==> config.mk <==
export PLATFORM = sky130hd
export DESIGN_NAME = jk_seq_ctrl
export DESIGN_NICKNAME = d
export VERILOG_FILES = /design/src/rtl/jk_seq_ctrl.sv
export SDC_FILE = /design/constraint.sdc
export NUM_CORES = 1
export LEC_CHECK = 0
export CORE_MARGIN = 4
export CORE_UTILIZATION = 51
export CTS_BUF_LIST = sky130_fd_sc_hd__clkbuf_8
export CTS_CLUSTER_DIAMETER = 50
export DETAILED_ROUTE_END_ITERATION = 12
export GPL_TIMING_DRIVEN = 1
export PLACE_DENSITY = 0.92
export REMOVE_ABC_BUFFERS = 1
export SETUP_SLACK_MARGIN = 0.15
export SKIP_CTS_REPAIR_TIMING = 1
export SYNTH_ARGS = -nofsm -noshare
export SYNTH_HDL_FRONTEND = slang
export SYNTH_SLANG_ARGS = --single-unit
==> constraint.sdc <==
create_clock -name ck -period 2.3 [get_ports ck]
set_clock_uncertainty 0.2 [all_clocks]
set_input_delay 0.46 -clock ck [delete_from_list [all_inputs] [get_ports ck]]
set_output_delay 0.46 -clock ck [all_outputs]
set_load 0.005 [all_outputs]
==> src/rtl/jk_seq_ctrl.sv <==
// jk_seq_ctrl: command-driven sequencer for a bank of N JK flip-flops.
// It accepts one command at a time and drives the bank's J/K inputs for
// the edges that command needs. Bank Q is read back to form count terms.
module jk_seq_ctrl #(
    parameter int N  = 4,
    parameter int CW = 8
) (
    input  logic          ck,
    input  logic          rst,
    input  logic          cmd_valid,
    output logic          cmd_ready,
    input  logic [2:0]    cmd_op,
    input  logic [N-1:0]  cmd_data,
    input  logic [CW-1:0] cmd_steps,
    input  logic          abort,
    input  logic [N-1:0]  q_in,
    output logic [N-1:0]  j,
    output logic [N-1:0]  k,
    output logic          busy,
    output logic          done,
    output logic          err,
    output logic          aborted
);

    localparam logic [1:0] S_IDLE = 2'd0;
    localparam logic [1:0] S_RUN  = 2'd1;
    localparam logic [1:0] S_DONE = 2'd2;

    localparam logic [2:0] OP_HOLD   = 3'd0;
    localparam logic [2:0] OP_CLEAR  = 3'd1;
    localparam logic [2:0] OP_SET    = 3'd2;
    localparam logic [2:0] OP_LOAD   = 3'd3;
    localparam logic [2:0] OP_TOGGLE = 3'd4;
    localparam logic [2:0] OP_UP     = 3'd5;
    localparam logic [2:0] OP_DOWN   = 3'd6;
    localparam logic [2:0] OP_RSVD   = 3'd7;

    localparam logic [CW-1:0] REM_ONE = CW'(1);

    logic [1:0]    state_q, state_d;
    logic [2:0]    op_q, op_d;
    logic [N-1:0]  data_q, data_d;
    logic [CW-1:0] rem_q, rem_d;
    logic          err_q, err_d;
    logic          aborted_q, aborted_d;

    logic [N-1:0]  up_t, dn_t;
    logic          up_c, dn_c;
    logic          accept;
    logic          is_count;

    // Ready only in IDLE; rst gates it directly so it is low during reset.
    assign cmd_ready = (state_q == S_IDLE) && !rst;
    assign accept    = cmd_valid && cmd_ready;
    assign is_count  = (cmd_op == OP_UP) || (cmd_op == OP_DOWN);
    assign busy      = (state_q == S_RUN);
    assign done      = (state_q == S_DONE);
    assign err       = err_q;
    assign aborted   = aborted_q;

    // Toggle terms for counting: bit i toggles when all lower bits are 1 (up) or 0 (down).
    always_comb begin
        // NOTE: blocking assignments here are intentional; the running carry
        // must be visible to the next loop iteration within the same evaluation.
        up_c = 1'b1;
        dn_c = 1'b1;
        up_t = '0;
        dn_t = '0;
        for (int i = 0; i < N; i++) begin
            up_t[i] = up_c;
            dn_t[i] = dn_c;
            up_c    = up_c & q_in[i];
            dn_c    = dn_c & ~q_in[i];
        end
    end

    // J/K drive: active only in RUN without abort; a zero step count forces no change.
    always_comb begin
        // NOTE: every output gets a default first so no path leaves it unassigned (no latch).
        j = '0;
        k = '0;
        if (state_q == S_RUN && !abort) begin
            case (op_q)
                OP_HOLD:   begin j = '0;      k = '0;      end
                OP_CLEAR:  begin j = '0;      k = '1;      end
                OP_SET:    begin j = '1;      k = '0;      end
                OP_LOAD:   begin j = data_q;  k = ~data_q; end
                OP_TOGGLE: begin j = data_q;  k = data_q;  end
                OP_UP: begin
                    if (rem_q != '0) begin
                        j = up_t;
                        k = up_t;
                    end
                end
                OP_DOWN: begin
                    if (rem_q != '0) begin
                        j = dn_t;
                        k = dn_t;
                    end
                end
                default:   begin j = '0;      k = '0;      end
            endcase
        end
    end

    // Next-state logic: accept in IDLE, count down rem in RUN, one-cycle DONE.
    always_comb begin
        state_d   = state_q;
        op_d      = op_q;
        data_d    = data_q;
        rem_d     = rem_q;
        err_d     = err_q;
        aborted_d = aborted_q;
        case (state_q)
            S_IDLE: begin
                if (accept) begin
                    state_d   = S_RUN;
                    op_d      = cmd_op;
                    data_d    = cmd_data;
                    rem_d     = is_count ? cmd_steps : REM_ONE;
                    err_d     = 1'b0;
                    aborted_d = 1'b0;
                end
            end
            S_RUN: begin
                if (rem_q != '0) begin
                    rem_d = rem_q - REM_ONE;
                end
                if (abort) begin
                    state_d   = S_DONE;
                    aborted_d = 1'b1;
                    err_d     = (op_q == OP_RSVD);
                end else if (rem_q <= REM_ONE) begin
                    state_d = S_DONE;
                    err_d   = (op_q == OP_RSVD);
                end
            end
            S_DONE: begin
                state_d = S_IDLE;
            end
            default: begin
                state_d = S_IDLE;
            end
        endcase
    end

    // State and command registers; reset drops any command in flight.
    always_ff @(posedge ck or posedge rst) begin
        if (rst) begin
            state_q   <= S_IDLE;
            op_q      <= OP_HOLD;
            data_q    <= '0;
            rem_q     <= '0;
            err_q     <= 1'b0;
            aborted_q <= 1'b0;
        end else begin
            state_q   <= state_d;
            op_q      <= op_d;
            data_q    <= data_d;
            rem_q     <= rem_d;
            err_q     <= err_d;
            aborted_q <= aborted_d;
        end
    end

endmodule

==> results of run 1 <==
## worst max-delay path by stage
stage / startpoint / to / slack [ns]
after detailed placement: q_in[0] / j[3] / -0.77
after CTS: rem_q[0] / k[1] / -0.80
after global routing: rem_q[1] / k[1] / -0.63
after floorplan: rem_q[0] / j[3] / 0.04
final: rem_q[1] / k[1] / -0.60
after global placement: q_in[0] / j[3] / -0.69
## registers in the layout, summed over array words and instances (netlist names)
signal   cells
state_q      2
op_q         3
rem_q        8
err          1
aborted      1
data_q       4
## Yosys cell counts (4+ instances only)
library cell  number  area (sq um)
nand2_1           22         82.58
dfrtp_1           19         475.5
a21oi_1           14         70.07
o21ai_0           14         70.07
nor2_1            13         48.80
inv_1             10         37.54
o2bb2ai_1          6         52.55
o22ai_1            5         31.28
nand3_1            4         20.02
nor3_1             4         20.02
o21ai_1            4         20.02
## layout by cell type (no fill, tap or decap), drive strengths merged, types with 4 or more instances in the layout
master	n
buf	58
clkdlybuf4s50	23
nand2	22
dfrtp	19
o21ai	19
nor2	15
a21oi	15
inv	11
o2bb2ai	6
clkbuf	6
o22ai	5
nor3	4
dlymetal6s2s	4
nand3	4
## worst max-delay path, stage by stage, from the launching register on
cell and delay, ns:
dfrtp_1 0.40, inv_2 0.09, ha_4 0.16, or4b_4 0.51, o21ai_4 0.21, buf_6 0.13
buf_6 0.09, o311a_1 0.19, a2111oi_2 0.05, buf_2 0.14
## cells by family (layout without fill, tap and decap cells)
group	Yosys count	count (layout)	synth area share [%]
AOI/OAI and AO/OA	61	61	28.00
xor gates and xnor gates	1	1	0.5959
adders and majority gates	2	2	1.702
buffers and inverters	21	102	7.489
DFF	19	19	32.34
muxes	3	3	2.043
and+or+nand+nor	68	68	27.83
## layout make-up
type	count	area (sq um)
well taps	31	38.79
clock inverters	1	3.754
multi-input cells	135	973.4
repair buffers	88	735.7
inverters	10	37.54
clock buffers	3	41.29
fillers	147	447.9
flip-flops and latches	19	479.2
## power breakdown
| part | total, mW | leakage, nW | internal [mW] | switching [mW] |
|---|---|---|---|---|
| sequential | 0.621 | 0.239 | 0.470 | 0.151 |
| combinational | 2.03 | 0.824 | 0.982 | 1.05 |
| clock | 0.249 | 0.0269 | 0.120 | 0.129 |
| total | 2.90 | 1.09 | 1.57 | 1.33 |
## metal layers
layer,global-route usage (%),share of wire (%),vias to the layer above
li1,-,-,800
met5,0,0,-
met3,3.926,11,27
met4,8.788,3.2,0
met2,42.15,47,160
met1,32.47,39,874
## per-stage QoR
step | setup WS, ns | instance area (sq um) | instances
after CTS | -0.8001 | 2085 | 268
final | -0.5982 | 2310 | 287
after detailed placement | -0.7747 | 2039 | 264
after global placement | -0.6940 | 2039 | 264
after floorplan | 0.03877 | 1398 | 164
after global routing | -0.6338 | 2310 | 287
==> results by group, run 1 <==
Critical path
  • Register-to-Register Path Depth: 10
  • Worst-path fanout max: 4
  • CP required: 1.64 ns
  • FF-to-FF setup slack: 0.08 ns
  • Setup CP Type: flop to primary output
  • Origin of the critical flop-to-flop path: rem_q[1]
  • CP arrival: 2.24 ns
  • Critical Path End Type: primary output
  • Type of origin of the critical path: flop
  • Reg-to-Reg End: rem_q[3]

GRT
  • GRT Overall Usage: 24.99%
  • Vias in the first global route: 1,559
  • GRT Residual Overflow: 0
  • First-pass GRT wire length: 7086 microns
  • Initial antenna violation count: 0
  • Largest net degree at the start of global routing: 20

STA
  • Fmax achieved: 0.3450 GHz
  • Fin. max-slew vios: 0
  • Setup-failing EPs final: 8
  • Worst slew pin tran: 0.3795 ns
  • Final worst slack: -0.5982 ns
  • Fin Hold WS: 0.3069 ns
  • Worst slew margin: 74.64%
  • RSZ-0062 raised after global routing: yes
  • Final Critical Period: 2.898 ns
  • Period utilization: 126.0%
  • Final setup TNS: -3.475 ns
  • Hold Vio Cnt, Final: 0

Hold path
  • Worst hold endpoint: aborted
  • Worst hold path class: flop to flop
  • Hold Crit Start: aborted
  • Worst Hold Depth: 1

Drt
  • Via/cell ratio: 6.484
  • Antenna viol nets, final: 0
  • DRT Pass-1 Iters: 5
  • Initial DRC count: 213
  • Final WL: 5898 microns
  • Residual DRC count: 0
  • Mean routed wirelength per cell: 20.55 microns
  • Routed vias: 1,861

Status
  • Outcome: complete, but fails checks
  • Failing checks: setup timing

Final layout
  • Antenna fix cells: 0
  • Fin nets: 282
  • Fin util: 83.76%
  • Layout cell share with drive strength beyond 1: 37.11%
  • Syn-to-layout area delta: 57.11%

Clock network
  • Reg clk slew, reported paths: 0.07 ns
  • Root Buffer: clkbuf_8
  • Sink Count: 19
  • Total CTS buffers: 3
  • Htree depth: 1
  • Skew-Pair Late Insertion Delay: 0.27 ns
  • TritonCTS clock tree: done
  • Maximum root-to-sink buffer count: 2

Power
  • Power per Cell Area: 1255 nW/um^2
  • Tot Pwr: 2.899 mW
  • Leakage power: 1.090 nW
  • Worst VDD drop: 0.0009163 V

Die
  • Die X: 61.69 microns
  • Core Area: 2758 sq um
  • Top Ports: 36
  • Die area: 3806 sq um
  • Die Height: 61.69 microns
  • Num rows: 19
  • Initial Util: 53.31%

Place
  • Routability Congestion: 0.8966
  • DP HPWL: 3320 microns
  • Port Buf Inserts: 34

Synthesis
  • Syn_area_per_cell: 8.401 sq um
  • Synthesized area: 1470 sq um
  • Number of synthesized flops with an enable pin: 0
  • Gate Count Post-Synth: 175
  • Sequential area share after synthesis: 32.34%
  • Synth Warn #: 0
  • Ys flop type: dfrtp_1
  • Synthesis-stage register bit count: 19
  • Count of different cell masters after synthesis: 55
  • Asr flop ratio synth: 100.0%

Flow run
  • Max-Cap Viols: 0
No activity file was read; power rests on OpenSTA's default activity.
==> run 2: changes to the inputs <==
Settings changed: CELL_PAD_IN_SITES_DETAIL_PLACEMENT set to 0, CELL_PAD_IN_SITES_GLOBAL_PLACEMENT set to 1, CORE_UTILIZATION 51 to 37, PLACE_DENSITY 0.92 to 0.91.
==> run 2 against run 1 <==
Global-route usage fell by 8.5 points. Die area rose by 33%. Non-clock buffer count fell by 4. Sequential power rose by 0.8%. Critical path type unchanged. Largest power group unchanged. Highest routed layer unchanged. Critical path depth did not move. Power fell by 7.3%. First-iteration DRC count fell by 17%. Wire length fell by 25%. The run still ends with setup timing left. Setup slack improved by 0.044 ns. Sequential share of layout area fell by 0.25 points.
==> results by group, run 2 (synthesis gave the netlist of run 1 again) <==
Final layout
  • Syn-to-layout area delta: 58.64%
  • Fin util: 62.30%
  • Max reg flops: 8
  • Most common cell after layout, fill and taps aside: buf_4
  • Filler instances: 342
  • Sequential Area: 478.0 sq um
  • Commonest non-fill, non-tap cells in the layout: 45 x buf_4, 21 x clkdlybuf4s50_1, 20 x nand2_1
  • Multi-input logic area: 989.7 sq um
  • Fin nets: 278
  • Most flop-heavy register: rem_q
  • Antenna fix cells: 0
  • Regs by FF count: rem_q: 8 flops, data_q: 4 flops, op_q: 3 flops
  • Layout cell share with drive strength beyond 1: 36.90%

Status
  • Failing checks: setup timing
  • Outcome: complete, but fails checks

Hold path
  • Worst hold path class: flop to flop
  • Worst Hold Depth: 1

Critical path
  • CP arrival: 2.19 ns
  • Setup CP Type: flop to primary output
  • CP required: 1.64 ns
  • Type of origin of the critical path: flop
  • Worst-path fanout max: 4
  • Register-to-Register Path Depth: 7
  • Critical Path End Type: primary output

Clock network
  • Skew-Pair Late Insertion Delay: 0.26 ns
  • Root Buffer: clkbuf_8
  • Sink Count: 19
  • Htree depth: 1
  • Reg clk slew, reported paths: 0.07 ns
  • Maximum root-to-sink buffer count: 2
  • TritonCTS clock tree: done
  • Total CTS buffers: 3

GRT
  • GRT Residual Overflow: 0
  • GRT Overall Usage: 16.53%
  • First-pass GRT wire length: 6734 microns
  • Largest net degree at the start of global routing: 20
  • Initial antenna violation count: 0
  • Vias in the first global route: 1,472

Die
  • Die Height: 71.04 microns
  • Top Ports: 36
  • Die X: 71.04 microns
  • Core Area: 3744 sq um
  • Initial Util: 39.27%
  • Num rows: 22
  • Die area: 5046 sq um

Power
  • Worst VDD drop: 0.0006710 V
  • Power per Cell Area: 1153 nW/um^2
  • Leakage power: 1.120 nW
  • Tot Pwr: 2.688 mW

STA
  • Fmax achieved: 0.3504 GHz
  • Worst slew pin tran: 0.3734 ns
  • Final setup TNS: -2.768 ns
  • RSZ-0062 raised after global routing: yes
  • Hold Vio Cnt, Final: 0
  • Fin. max-slew vios: 0
  • Final Critical Period: 2.854 ns
  • Final worst slack: -0.5542 ns
  • Worst slew margin: 75.05%
  • Period utilization: 124.1%
  • Setup-failing EPs final: 8
  • Fin Hold WS: 0.2949 ns

Flow run
  • Max-Cap Viols: 0

Place
  • Port Buf Inserts: 34
  • Post-place setup slack: -0.7207 ns
  • Routability Congestion: 0.8778
  • DP HPWL: 3074 microns

Drt
  • DRT Pass-1 Iters: 4
  • Mean routed wirelength per cell: 14.66 microns
  • Antenna viol nets, final: 0
  • Routed vias: 1,625
  • Residual DRC count: 0
  • Initial DRC count: 176
  • Final WL: 4399 microns
  • Via/cell ratio: 5.417
run 2: where the power goes:
| part | switching [mW] | internal [mW] | total (mW) |
|---|---|---|---|
| Clock | 0.108 | 0.119 | 0.226 |
| Combinational | 0.901 | 0.935 | 1.84 |
| Sequential | 0.157 | 0.469 | 0.626 |
| Total | 1.17 | 1.52 | 2.69 |
run 2: critical path, stage by stage (launching register included):
cell and delay [ns]:
dfrtp_1 0.40, inv_2 0.09, ha_4 0.14, or4b_4 0.47
buf_6 0.14, o21ai_4 0.22, buf_6 0.13, o22ai_1 0.07
and3_1 0.17, clkbuf_2 0.11
run 2: metrics by stage:
step / instances / instance area (sq um)
2_1_floorplan: 164 / 1398
3_3_place_gp: 287 / 2106
3_5_place_dp: 287 / 2106
4_1_cts: 291 / 2151
5_1_grt: 300 / 2332
6_report: 300 / 2332
run 2: layer usage:
| layer | up-vias | wire, microns | global-route usage, % |
|---|---|---|---|
| met2 | 61 | 2120 | 26.98 |
| met4 | 0 | 147 | 5.219 |
| met3 | 17 | 233 | 3.409 |
| met5 | - | 0 | 0 |
| met1 | 761 | 1898 | 21.86 |
| li1 | 786 | - | - |
run 2: final cells by class:
type | count | area share [%]
multi-input cells | 135 | 42.44
repair buffers | 84 | 30.95
flip-flops and latches | 19 | 20.49
well taps | 48 | 2.575
clock buffers | 3 | 1.770
inverters | 10 | 1.609
clock inverters | 1 | 0.1609
run 2: path summary, 6_finish.rpt:
check / from / end / slack [ns]
max in group asynchronous: rst / op_q[1] / 1.27
worst max-delay path: rem_q[1] / k[3] / -0.55
worst min register to register: err / err / 0.29
min in group asynchronous: rst / state_q[1] / 0.39
worst max register to register: state_q[1] / rem_q[6] / 0.22
worst min-delay path: err / err / 0.29
==> run 3: changes to the inputs <==
Settings changed: SKIP_LAST_GASP set to 1.
==> run 3 against run 2 <==
The flow still finishes with violations (setup timing). Clock power is essentially flat. Combinational power shrank 2%. Critical path depth is the same. Die area is the same. Power shrank 1.5%. Maximum frequency grew 0.31%. Critical path type unchanged. Largest power group unchanged.
==> results by group, run 3 (synthesis gave the netlist of run 1 again) <==
Die
  • Num rows: 22
  • Top Ports: 36
  • Core Area: 3744 sq um
  • Die X: 71.04 microns
  • Die Height: 71.04 microns
  • Initial Util: 39.27%
  • Die area: 5046 sq um

STA
  • Fin. max-slew vios: 0
  • Final Critical Period: 2.845 ns
  • Setup-failing EPs final: 8
  • Final worst slack: -0.5455 ns
  • Hold Vio Cnt, Final: 0
  • Worst slew pin tran: 0.3826 ns
  • Fmax achieved: 0.3514 GHz
  • Period utilization: 123.7%
  • Worst slew margin: 74.43%
  • RSZ-0062 raised after global routing: yes

Flow run
  • Max-Cap Viols: 0

Drt
  • Antenna viol nets, final: 0
  • Residual DRC count: 0
  • Mean routed wirelength per cell: 14.15 microns
  • Initial DRC count: 163
  • DRT Pass-1 Iters: 4
  • Routed vias: 1,573
  • Final WL: 4245 microns
  • Via/cell ratio: 5.243

Final layout
  • Commonest non-fill, non-tap cells in the layout: 45 x buf_4, 23 x clkdlybuf4s50_1, 20 x nand2_1
  • Regs by FF count: rem_q: 8 flops, data_q: 4 flops, op_q: 3 flops
  • Max reg flops: 8
  • Antenna fix cells: 0
  • Fin util: 62.00%
  • Most flop-heavy register: rem_q
  • Layout cell share with drive strength beyond 1: 35.71%
  • Most common cell after layout, fill and taps aside: buf_4
  • Syn-to-layout area delta: 57.87%
  • Final cell count without fillers: 300
  • Fin nets: 278

Critical path
  • CP required: 1.64 ns
  • CP arrival: 2.19 ns
  • Critical Path End Type: primary output
  • CP max stage delay: 0.47 ns
  • Most common cell on crit path: buf_6
  • Type of origin of the critical path: flop
  • Register-to-Register Path Depth: 7
  • Slowest-stage cell, CP: or4b_4
  • Worst-path fanout max: 4
  • Setup CP Type: flop to primary output
  • CP cell instances: inv_2, ha_4, or4b_4, buf_6, o21ai_4, buf_6, o22ai_1, and3_1, clkbuf_2

Clock network
  • Htree depth: 1
  • Root Buffer: clkbuf_8
  • Reg clk slew, reported paths: 0.07 ns
  • Skew-Pair Late Insertion Delay: 0.26 ns
  • Sink Count: 19
  • TritonCTS clock tree: done
  • Total CTS buffers: 3
  • Maximum root-to-sink buffer count: 2

Power
  • Leakage power: 1.104 nW
  • Power per Cell Area: 1141 nW/um^2
  • Worst VDD drop: 0.0006688 V
  • Tot Pwr: 2.648 mW

GRT
  • GRT Residual Overflow: 0
  • Initial antenna violation count: 0
  • GRT Overall Usage: 16.53%
  • Vias in the first global route: 1,472
  • Largest net degree at the start of global routing: 20
  • First-pass GRT wire length: 6734 microns

Status
  • Failing checks: setup timing
  • Outcome: complete, but fails checks

Place
  • DP HPWL: 3074 microns
  • Routability Congestion: 0.8778
  • # placed instances: 287
  • Port Buf Inserts: 34

Hold path
  • Worst hold path class: flop to flop
  • Worst Hold Depth: 1
run 3: changes by cell type in the layout (fill, tap and decap cells not counted), sizes merged:
cell,before,now
clkdlybuf4s50,21,23
dlymetal6s2s,7,6
clkbuf,9,8
run 3: layout make-up:
type,count,area (sq um)
Clock buffer,3,41.29
Sequential cell,19,478.0
Timing Repair Buffer,84,724.4
Inverter,10,37.54
Clock inverter,1,3.754
Tap cell,48,60.06
Fill cell,341,1423
Multi-Input combinational cell,135,975.9
run 3: worst paths after layout:
check                                 from    endpoint  slack, ns
worst max-delay path              rem_q[1]        k[3]      -0.55
worst min-delay path                   err         err       0.30
worst max register to register  state_q[1]    rem_q[6]       0.22
worst min register to register         err         err       0.30
max in group asynchronous              rst     op_q[1]       1.28
min in group asynchronous              rst  state_q[1]       0.39
run 3: per-stage QoR:
stage	setup WS, ns	instance area [sq um]	setup TNS [ns]	hold WS, ns
final	-0.5455	2321	-2.788	0.2951
after CTS	-0.7831	2151	-5.418	0.2974
after floorplan	0.03877	1398	0	0.2111
after detailed placement	-0.7207	2106	-5.154	0.2809
after global placement	-0.7309	2106	-5.092	0.2793
after global routing	-0.6297	2321	-3.488	0.3218
run 3: worst max-delay path, delay by kind of cell (launching register included):
| kind | cells | cell delay [ns] |
|---|---|---|
| flip-flops | 1 | 0.40 |
| adder cells (fa/ha/maj) | 1 | 0.15 |
| buffers and inverters | 4 | 0.47 |
| AND/OR/NAND/NOR | 2 | 0.64 |
| AO/OA/AOI/OAI | 2 | 0.28 |
run 3: layer usage:
metal / vias to the layer above / part of all wire [%] / track usage (%)
li1: 789 / - / -
met4: 0 / 1.8 / 5.219
met5: - / 0 / 0
met3: 8 / 4.8 / 3.409
met2: 38 / 48 / 26.98
met1: 738 / 45 / 21.86
run 3: power by group:
part | internal [mW] | switching (mW)
Sequential | 0.469 | 0.157
Clock | 0.119 | 0.108
Combinational | 0.930 | 0.865
